### config.mk
export PLATFORM = sky130hd
export DESIGN_NAME = debug_controller
export DESIGN_NICKNAME = d
export VERILOG_FILES = /design/src/rtl/dbg_pkg.sv /design/src/rtl/dbg_cmd_port.sv /design/src/rtl/debug_controller.sv
export SDC_FILE = /design/constraint.sdc
export NUM_CORES = 1
export LEC_CHECK = 0
export ABC_AREA = 1
export BUFFER_PORTS_ARGS = -buffer_cell sky130_fd_sc_hd__buf_4
export CORE_MARGIN = 2
export CORE_UTILIZATION = 49
export DETAILED_ROUTE_END_ITERATION = 8
export PLACE_DENSITY = 0.89
export SLEW_MARGIN = 40
export SYNTH_ARGS = -nofsm -noshare
export SYNTH_HDL_FRONTEND = slang
export SYNTH_SLANG_ARGS = --single-unit
### constraint.sdc
create_clock -name clk -period 3 [get_ports clk]
set_input_delay 0.15 -clock clk [delete_from_list [all_inputs] [get_ports clk]]
set_output_delay 0.15 -clock clk [all_outputs]
set_load 0.02 [all_outputs]
### src/rtl/dbg_pkg.sv
`default_nettype none
// ============================================================================
// dbg_pkg : run-control state encoding and default widths for debug_controller
// Rev 1.0 : initial release
// ============================================================================
package dbg_pkg;

  typedef enum logic [1:0] {
    ST_RUN    = 2'd0,
    ST_HALTED = 2'd1,
    ST_STEP   = 2'd2,
    ST_ACCESS = 2'd3
  } dbg_state_e;

  localparam int DEF_DATA_W = 8;
  localparam int DEF_REG_AW = 4;
  localparam int DEF_PC_W   = 10;
  localparam int DEF_CNT_W  = 16;

endpackage
`default_nettype wire

### src/rtl/dbg_cmd_port.sv
`default_nettype none
// ============================================================================
// dbg_cmd_port : debug register-command latch and one-cycle response register
// Rev 1.0 : initial release
// ============================================================================
module dbg_cmd_port
  import dbg_pkg::*;
#(
  parameter int DATA_W = DEF_DATA_W,
  parameter int REG_AW = DEF_REG_AW
) (
  input  logic              clk,
  input  logic              reset,
  input  logic              accept,
  input  logic              access,
  input  logic              cmd_we,
  input  logic [REG_AW-1:0] cmd_addr,
  input  logic [DATA_W-1:0] cmd_wdata,
  input  logic [DATA_W-1:0] rf_dbg_rdata,
  output logic              rf_dbg_sel,
  output logic              rf_dbg_we,
  output logic [REG_AW-1:0] rf_dbg_addr,
  output logic [DATA_W-1:0] rf_dbg_wdata,
  output logic              rsp_valid,
  output logic [DATA_W-1:0] rsp_data
);

  logic              we_q, we_d;
  logic [REG_AW-1:0] addr_q, addr_d;
  logic [DATA_W-1:0] wdata_q, wdata_d;
  logic              rsp_valid_q, rsp_valid_d;
  logic [DATA_W-1:0] rsp_data_q, rsp_data_d;

  always_comb begin
    we_d        = we_q;
    addr_d      = addr_q;
    wdata_d     = wdata_q;
    rsp_valid_d = access;
    rsp_data_d  = rsp_data_q;
    if (accept) begin
      we_d    = cmd_we;
      addr_d  = cmd_addr;
      wdata_d = cmd_wdata;
    end
    if (access) begin
      rsp_data_d = we_q ? '0 : rf_dbg_rdata;
    end
  end

  always_ff @(posedge clk) begin
    if (!reset) begin
      we_q        <= 1'b0;
      addr_q      <= '0;
      wdata_q     <= '0;
      rsp_valid_q <= 1'b0;
      rsp_data_q  <= '0;
    end else begin
      we_q        <= we_d;
      addr_q      <= addr_d;
      wdata_q     <= wdata_d;
      rsp_valid_q <= rsp_valid_d;
      rsp_data_q  <= rsp_data_d;
    end
  end

  // The strobe is qualified by reset so an aborted access never lands in the bank.
  assign rf_dbg_sel   = access;
  assign rf_dbg_we    = access & we_q & reset;
  assign rf_dbg_addr  = addr_q;
  assign rf_dbg_wdata = wdata_q;
  assign rsp_valid    = rsp_valid_q;
  assign rsp_data     = rsp_data_q;

endmodule
`default_nettype wire

### src/rtl/debug_controller.sv
`default_nettype none
// ============================================================================
// debug_controller : CPU run-control (halt/run/step/breakpoint) and debug
//                    register-bank access sequencer
// Rev 1.0 : initial release
// ============================================================================
module debug_controller
  import dbg_pkg::*;
#(
  parameter int DATA_W       = DEF_DATA_W,
  parameter int REG_AW       = DEF_REG_AW,
  parameter int PC_W         = DEF_PC_W,
  parameter int CNT_W        = DEF_CNT_W,
  parameter bit RESET_HALTED = 1'b0
) (
  input  logic              clk,
  input  logic              reset,
  input  logic              halt_req,
  input  logic              run_req,
  input  logic              step_req,
  input  logic              bp_en,
  input  logic [PC_W-1:0]   bp_addr,
  input  logic [PC_W-1:0]   cpu_pc,
  output logic              cpu_en,
  output logic              halted,
  input  logic              cmd_valid,
  output logic              cmd_ready,
  input  logic              cmd_we,
  input  logic [REG_AW-1:0] cmd_addr,
  input  logic [DATA_W-1:0] cmd_wdata,
  output logic              rsp_valid,
  output logic [DATA_W-1:0] rsp_data,
  output logic              rf_dbg_sel,
  output logic              rf_dbg_we,
  output logic [REG_AW-1:0] rf_dbg_addr,
  output logic [DATA_W-1:0] rf_dbg_wdata,
  input  logic [DATA_W-1:0] rf_dbg_rdata,
  output logic [CNT_W-1:0]  instr_count
);

  dbg_state_e       state_q, state_d;
  logic             resumed_q, resumed_d;
  logic [CNT_W-1:0] instr_count_q, instr_count_d;
  logic             bp_hit;

  always_comb begin
    state_d   = state_q;
    resumed_d = 1'b0;
    cpu_en    = 1'b0;
    halted    = 1'b0;
    cmd_ready = 1'b0;
    // resumed_q masks the breakpoint for the first instruction after a resume
    bp_hit    = (state_q == ST_RUN) && bp_en && (cpu_pc == bp_addr) && !resumed_q;
    case (state_q)
      ST_RUN: begin
        cpu_en = !bp_hit;
        if (halt_req || bp_hit) state_d = ST_HALTED;
      end
      ST_HALTED: begin
        halted = 1'b1;
        if (!halt_req) begin
          if (step_req) begin
            state_d = ST_STEP;
          end else if (run_req) begin
            state_d   = ST_RUN;
            resumed_d = 1'b1;
          end else if (cmd_valid) begin
            cmd_ready = 1'b1;
            state_d   = ST_ACCESS;
          end
        end
      end
      ST_STEP: begin
        cpu_en  = 1'b1;
        state_d = ST_HALTED;
      end
      ST_ACCESS: begin
        halted  = 1'b1;
        state_d = ST_HALTED;
      end
      default: state_d = ST_HALTED;
    endcase
    instr_count_d = instr_count_q + CNT_W'(cpu_en);
  end

  always_ff @(posedge clk) begin
    if (!reset) begin
      if (RESET_HALTED) state_q <= ST_HALTED;
      else              state_q <= ST_RUN;
      resumed_q     <= 1'b0;
      instr_count_q <= '0;
    end else begin
      state_q       <= state_d;
      resumed_q     <= resumed_d;
      instr_count_q <= instr_count_d;
    end
  end

  assign instr_count = instr_count_q;

  dbg_cmd_port #(
    .DATA_W (DATA_W),
    .REG_AW (REG_AW)
  ) u_cmd_port (
    .clk          (clk),
    .reset        (reset),
    .accept       (cmd_ready),
    .access       (state_q == ST_ACCESS),
    .cmd_we       (cmd_we),
    .cmd_addr     (cmd_addr),
    .cmd_wdata    (cmd_wdata),
    .rf_dbg_rdata (rf_dbg_rdata),
    .rf_dbg_sel   (rf_dbg_sel),
    .rf_dbg_we    (rf_dbg_we),
    .rf_dbg_addr  (rf_dbg_addr),
    .rf_dbg_wdata (rf_dbg_wdata),
    .rsp_valid    (rsp_valid),
    .rsp_data     (rsp_data)
  );

endmodule
`default_nettype wire

* After elaboration in Yosys (flattened, before gate mapping)
Cells that the tools add are included.
Storage, ports and cells: flip-flop bits (word level) 41, word-level logic and storage cells 46
Operators by class: $add $sub $neg 1, equality and inequality tests 7, multiplexer cells 15, bitwise operators 4, reduce and logical (&&, ||, !) cells 11
Operator list (number):
- 16-bit by 1-bit adder with 16-bit output | 1
- 10-bit == test | 1
- 2-bit two-way mux | 5
- 8-bit two-way mux | 1
- 1-bit two-way mux | 7
- 2-bit case mux with 3 select lines | 1
- 2-bit == test (second input constant) | 2
- 4-bit inequality test (second input constant) | 1
- 2-bit OR reduction | 2
- 4-bit OR reduction | 1
- 1-bit logical AND | 3
- 3-bit AND reduction | 1
- 1-bit bitwise AND | 2
- 2-bit by 1-bit == test with 1-bit output (second input constant) | 1
- 1-bit logical NOT | 2
- 2-bit logical NOT | 1
- 2-bit by 1-bit inequality test with 1-bit output (second input constant) | 1
- 2-bit inequality test (second input constant) | 1
- 1-bit NOT | 2
- 1-bit case mux with 2 select lines | 1
- 1-bit logical OR | 1

* Logic depth before layout (Yosys ltp)
depth in word-level cells 7, mapped depth 17

* Modules after synthesis
From an unflattened synthesis, not the netlist that was laid out.
Second synthesis, totals: cell total of the unflattened synthesis 274, area total of the unflattened synthesis 1894.3 um^2
Modules (own cells, without submodules):
- debug_controller | instances 1, cells each 177, area each 1101.1 um^2, sequential area each 380.4 um^2
- dbg_cmd_port | instances 1, cells each 97, area each 793.3 um^2, sequential area each 440.4 um^2

* Least setup slack after synthesis
OpenSTA, ideal clock, no wires.
path type reg2reg, start point register state_q[0], end point register instr_count_q[14] (netlist: instr_count[14]), arrival 2.262 ns, data required time 2.883 ns, path slack 0.621 ns, stages on the path, launching flop included 16, path buffers 0, clock period less this slack 2.379 ns, cell sequence dfxtp_1 -> inv_1 -> nand2_1 -> nor2_1 -> nand2_1 -> nor2_1 -> a31oi_1 -> ha_1 -> ha_1 -> nand2_1 -> nor2_2 -> nand3_2 -> nor2_4 -> nand3b_4 -> o21ai_0 -> nor2_1
Between the ends: longest elaborated chain between the ends 7, elaborated cells on any way between the ends 8, those cells by class add/sub (1); eq/ne (1); mux (1); reduce/logical (5)
Ends and longest elaborated chain:
- start: declaration | line debug_controller.sv:41 | dbg_state_e state_q, state_d;
- start signal: assignment | line debug_controller.sv:93 | state_q <= state_d;
- 2-bit logical NOT | line debug_controller.sv:53, debug_controller.sv:54
- 1-bit logical AND (3 in series) | line debug_controller.sv:53 | bp_hit = (state_q == ST_RUN) && bp_en && (cpu_pc == bp_addr) && !resumed_q;
- 1-bit logical NOT | line debug_controller.sv:56 | cpu_en = !bp_hit;
- 1-bit case mux with 2 select lines * | line debug_controller.sv:54 | case (state_q)
- net cpu_en | line debug_controller.sv:24 | output logic cpu_en,
- 16-bit by 1-bit adder with 16-bit output * | line debug_controller.sv:83 | instr_count_d = instr_count_q + CNT_W'(cpu_en);
- end signal: assignment | line debug_controller.sv:95 | instr_count_q <= instr_count_d;
- end: declaration | line debug_controller.sv:43 | logic [CNT_W-1:0] instr_count_q, instr_count_d;
The timed path passes the listed nets; every way through them passes the cells marked *. A chain may end at the register's enable or synchronous reset.

* Worst setup path after layout
start point register state_q[0], end point register instr_count_q[14] (netlist: instr_count[14])
Between the ends: longest elaborated chain between the ends 7, elaborated cells on any way between the ends 8, those cells by class add/sub (1); eq/ne (1); mux (1); reduce/logical (5)
Ends and longest elaborated chain (line):
- 2-bit logical NOT | debug_controller.sv:53, debug_controller.sv:54
- 1-bit logical AND (3 in series) | debug_controller.sv:53
- 1-bit logical NOT | debug_controller.sv:56
- 1-bit case mux with 2 select lines * | debug_controller.sv:54
- 16-bit by 1-bit adder with 16-bit output * | debug_controller.sv:83
Every way passes the cells marked *; elsewhere a longest branch is shown, timed or not.

==> flow_summary.toml <==
[outcome]
outcome = "finished, final reports clean"

[grt]
grt_antenna_before_repair = 0
grt_pass1_vias = 1792
grt_pass1_wl_um = 7560
grtUsageTotal_pct = 22.1
grt_max_degree = 35
grt_overflow_total = 0

[setup_path]
rr_endpoint = "instr_count[14]$_SDFF_PN0_"
cp-end-kind = "flop"
rr_startpoint = "state_q[0]$_SDFFE_PN0P_"
max_stage_delay_ps = 390
rrSetupSlack_ps = 750
crit_fanout = 5
crit_type = "reg2reg"
crit_chain = "inv_1 -> nand2_1 -> nor2_1 -> nand2_1 -> nor2_1 -> a31oi_1 -> ha_1 -> ha_1 -> nand2_1 -> nor2_2 -> nand3_2 -> nor2_4 -> nand3b_4 -> o21ai_0 -> nor2_1"
r2r_cells = 15
slowest_stage = "dfxtp_1"
cp-start-kind = "flop"
required_ps = 3190
cp.arrival_ps = 2440

[clocking]
cts_resized = 0
insertion_delay_ps = 290
cts_hold_buf = 0
clk_pin_slew_ps = 80
cts_tree = "done"
cts_setup_buffers = 0
cts.sinks = 41
cts-buffers-inserted = 5
cts.htree.levels = 2
max-clock-path-buffers = 2
clock-root-buffer = "clkbuf_8"

[layout]
nets = 406
fin_cells = 405
syn2layout_area_growth_pct = 41.0
drive_gt1_share_pct = 31.7
stdcell_area_um2 = 2670
diodes = 0

[routing]
route.detailed.drc = 0
post_drt_wl_per_cell_um = 11.1
wirelength_met1_um = 1940
ant_nets = 0
dr.pass1.iters = 4
dr_wl_met2_um = 2190
vias_per_cell = 4.80
first_iter_violations = 85
wl_um = 4500
dr_wl_met3_um = 295
highest_layer = "met4"
vias = 1942

[min_path]
min_to = "resumed_q$_SDFF_PP0_"
hold_class = "in2reg"
min_path_cells = 2
min_from = "halt_req"

[timing]
finalMaxSlewViolations = 0
period_share_pct = 75.1
tns_ps = 0
tightest_slew_ps = 416
fmax_mhz = 444
rsz0062_at_grt = "no"
hold_viol = 0
period_needed_ps = 2250
finClkSkew_ps = 6.77
maxSlewHeadroom_pct = 72.2
hold_slack_ps = 37.3
setup_violations = 0

[logic_synthesis]
yosysTopAreaCellShare_pct = 43.3
ys_ff_latch = 41
synth_cell_types = 28
ys_warn_count = 0
syn-num-nets = 317
syn_avg_cell_area_um2 = 7.10
yosys.area.top_type = "dfxtp_1"
seq_area_frac_synth_pct = 43.3
synth.area.top_cells = "dfxtp_1 43%, nand2_1 11%, nor2_1 8.9%, inv_1 7.1%, o21ai_0 5.3%"
syn_inst = 267
netlist_area_um2 = 1900

[floorplan]
row_count = 22
initial_core_util_pct = 51.4
fp.dieArea_um2 = 4380
dieWidth_um = 66.2
dieHeight_um = 66.2
coreArea_um2 = 3690
ios = 90

[placed_design]
placed_cells = 397
place.gp.congestion = 0.851
postPlaceCellArea_um2 = 2590
port_buffers = 89
place_hpwl_um = 3490

[job]
maxCapViolations = 0

[power]
peakVddDrop_uv = 298
p_per_area_nw_per_um2 = 396
leakage_nw = 1.42
==> final cells by class <==
cell class                 instances  area, um2
clock inverter                     2       10.0
sequential                        41        821
tap                               48       60.1
timing repair buffer              89        668
clock buffer                       6       72.6
inverter                          39        146
multi-input combinational        180        896
fill                             329       1010
==> per-layer routing <==
| metal | global-route usage (%) | vias up |
|---|---|---|
| li1 | - | 1011 |
| met1 | 27.0 | 866 |
| met2 | 35.9 | 55 |
| met3 | 7.33 | 10 |
| met4 | 8.67 | 0 |
| met5 | 0 | - |
==> logic make-up (layout without fill, tap and decap cells) <==
| group | Yosys count | count (layout) | share of synthesized area [%] |
|---|---|---|---|
| buf+inv | 46 | 136 | 9.50 |
| flops | 41 | 41 | 43.3 |
| fa+ha+maj | 2 | 2 | 1.32 |
| xor+xnor | 5 | 5 | 2.31 |
| simple gates | 141 | 141 | 34.8 |
| compound gates | 32 | 32 | 8.77 |
==> synth_stat cells <==
cell type and number:
clkinv_1 1, a21oi_1 9, nor2_1 45, buf_6 1, clkbuf_1 6, inv_2 2
ha_1 2, nor3b_1 1, nor2_4 2, nor2_2 5, nand3_1 19, nor3_2 1
xor2_1 3, nand3b_4 2, nand2_4 1, nand2_2 1, nor3_1 3, xnor2_1 2
a211oi_1 1, o21ai_0 20, o21a_1 1, nand2_1 57, or2_0 1, dfxtp_1 41
a31oi_1 1, inv_1 36, nand3_2 2, nand4_2 1
==> cells in the final DEF, fill, tap and decap left out <==
cell type | synthesis | layout
nand3_1 | 19 | 19
dfxtp_1 | 41 | 41
inv_2 | 2 | 2
nand4_2 | 1 | 1
a211oi_1 | 1 | 1
clkinv_1 | 1 | 1
clkinv_2 | 0 | 2
o21a_1 | 1 | 1
nor3b_1 | 1 | 1
buf_4 | 0 | 89
nor2_1 | 45 | 45
clkbuf_8 | 0 | 5
inv_1 | 36 | 36
nor2_4 | 2 | 2
xor2_1 | 3 | 3
a31oi_1 | 1 | 1
nor3_2 | 1 | 1
nand3_2 | 2 | 2
nand2_1 | 57 | 57
nand2_4 | 1 | 1
ha_1 | 2 | 2
xnor2_1 | 2 | 2
clkbuf_1 | 6 | 1
nand3b_4 | 2 | 2
a21oi_1 | 9 | 9
nand2_2 | 1 | 1
nor3_1 | 3 | 3
nor2_2 | 5 | 5
o21ai_0 | 20 | 20
or2_0 | 1 | 1
==> critical path: cells and delay by family (launching register included) <==
family	cells	cell delay, ps
and+or+nand+nor	10	910
AOI/OAI and AO/OA	2	400
adders and majority gates	2	400
DFF	1	390
buffers and inverters	1	60
==> power breakdown <==
part           switching, mW  internal, mW
Clock                  0.180         0.161
Combinational         0.0761        0.0778
Sequential           0.00845         0.555
==> registers in the layout, indices dropped and copies added, names as in the netlist <==
signal	cells
u_cmd_port.rsp_valid	1
resumed_q	1
u_cmd_port.we_q	1
u_cmd_port.rsp_data	8
u_cmd_port.rf_dbg_wdata	8
instr_count	16
state_q	2
u_cmd_port.rf_dbg_addr	4
==> how the worst max path moves through the flow <==
stage | end | from | cells after the start
floorplan | instr_count[14]$_SDFF_PN0_ | state_q[0]$_SDFFE_PN0P_ | 15
global placement | instr_count[14]$_SDFF_PN0_ | state_q[0]$_SDFFE_PN0P_ | 15
detailed placement | instr_count[14]$_SDFF_PN0_ | state_q[0]$_SDFFE_PN0P_ | 15
CTS | instr_count[14]$_SDFF_PN0_ | state_q[0]$_SDFFE_PN0P_ | 15
global route | instr_count[14]$_SDFF_PN0_ | state_q[0]$_SDFFE_PN0P_ | 15
finish | instr_count[14]$_SDFF_PN0_ | state_q[0]$_SDFFE_PN0P_ | 15
==> metrics by stage <==
| stage | utilization, % | worst slack (ps) | power (mW) |
|---|---|---|---|
| final | 72.5 | 747 | 1.06 |
| after global routing | 72.5 | 437 | 1.11 |
| after CTS | 72.5 | 736 | 1.07 |
| after detailed placement | 70.3 | 738 | 0.730 |
| after global placement | 70.3 | 868 | 0.725 |
| after floorplan | - | 621 | 0.649 |
Power figures use the tool's default switching activity.
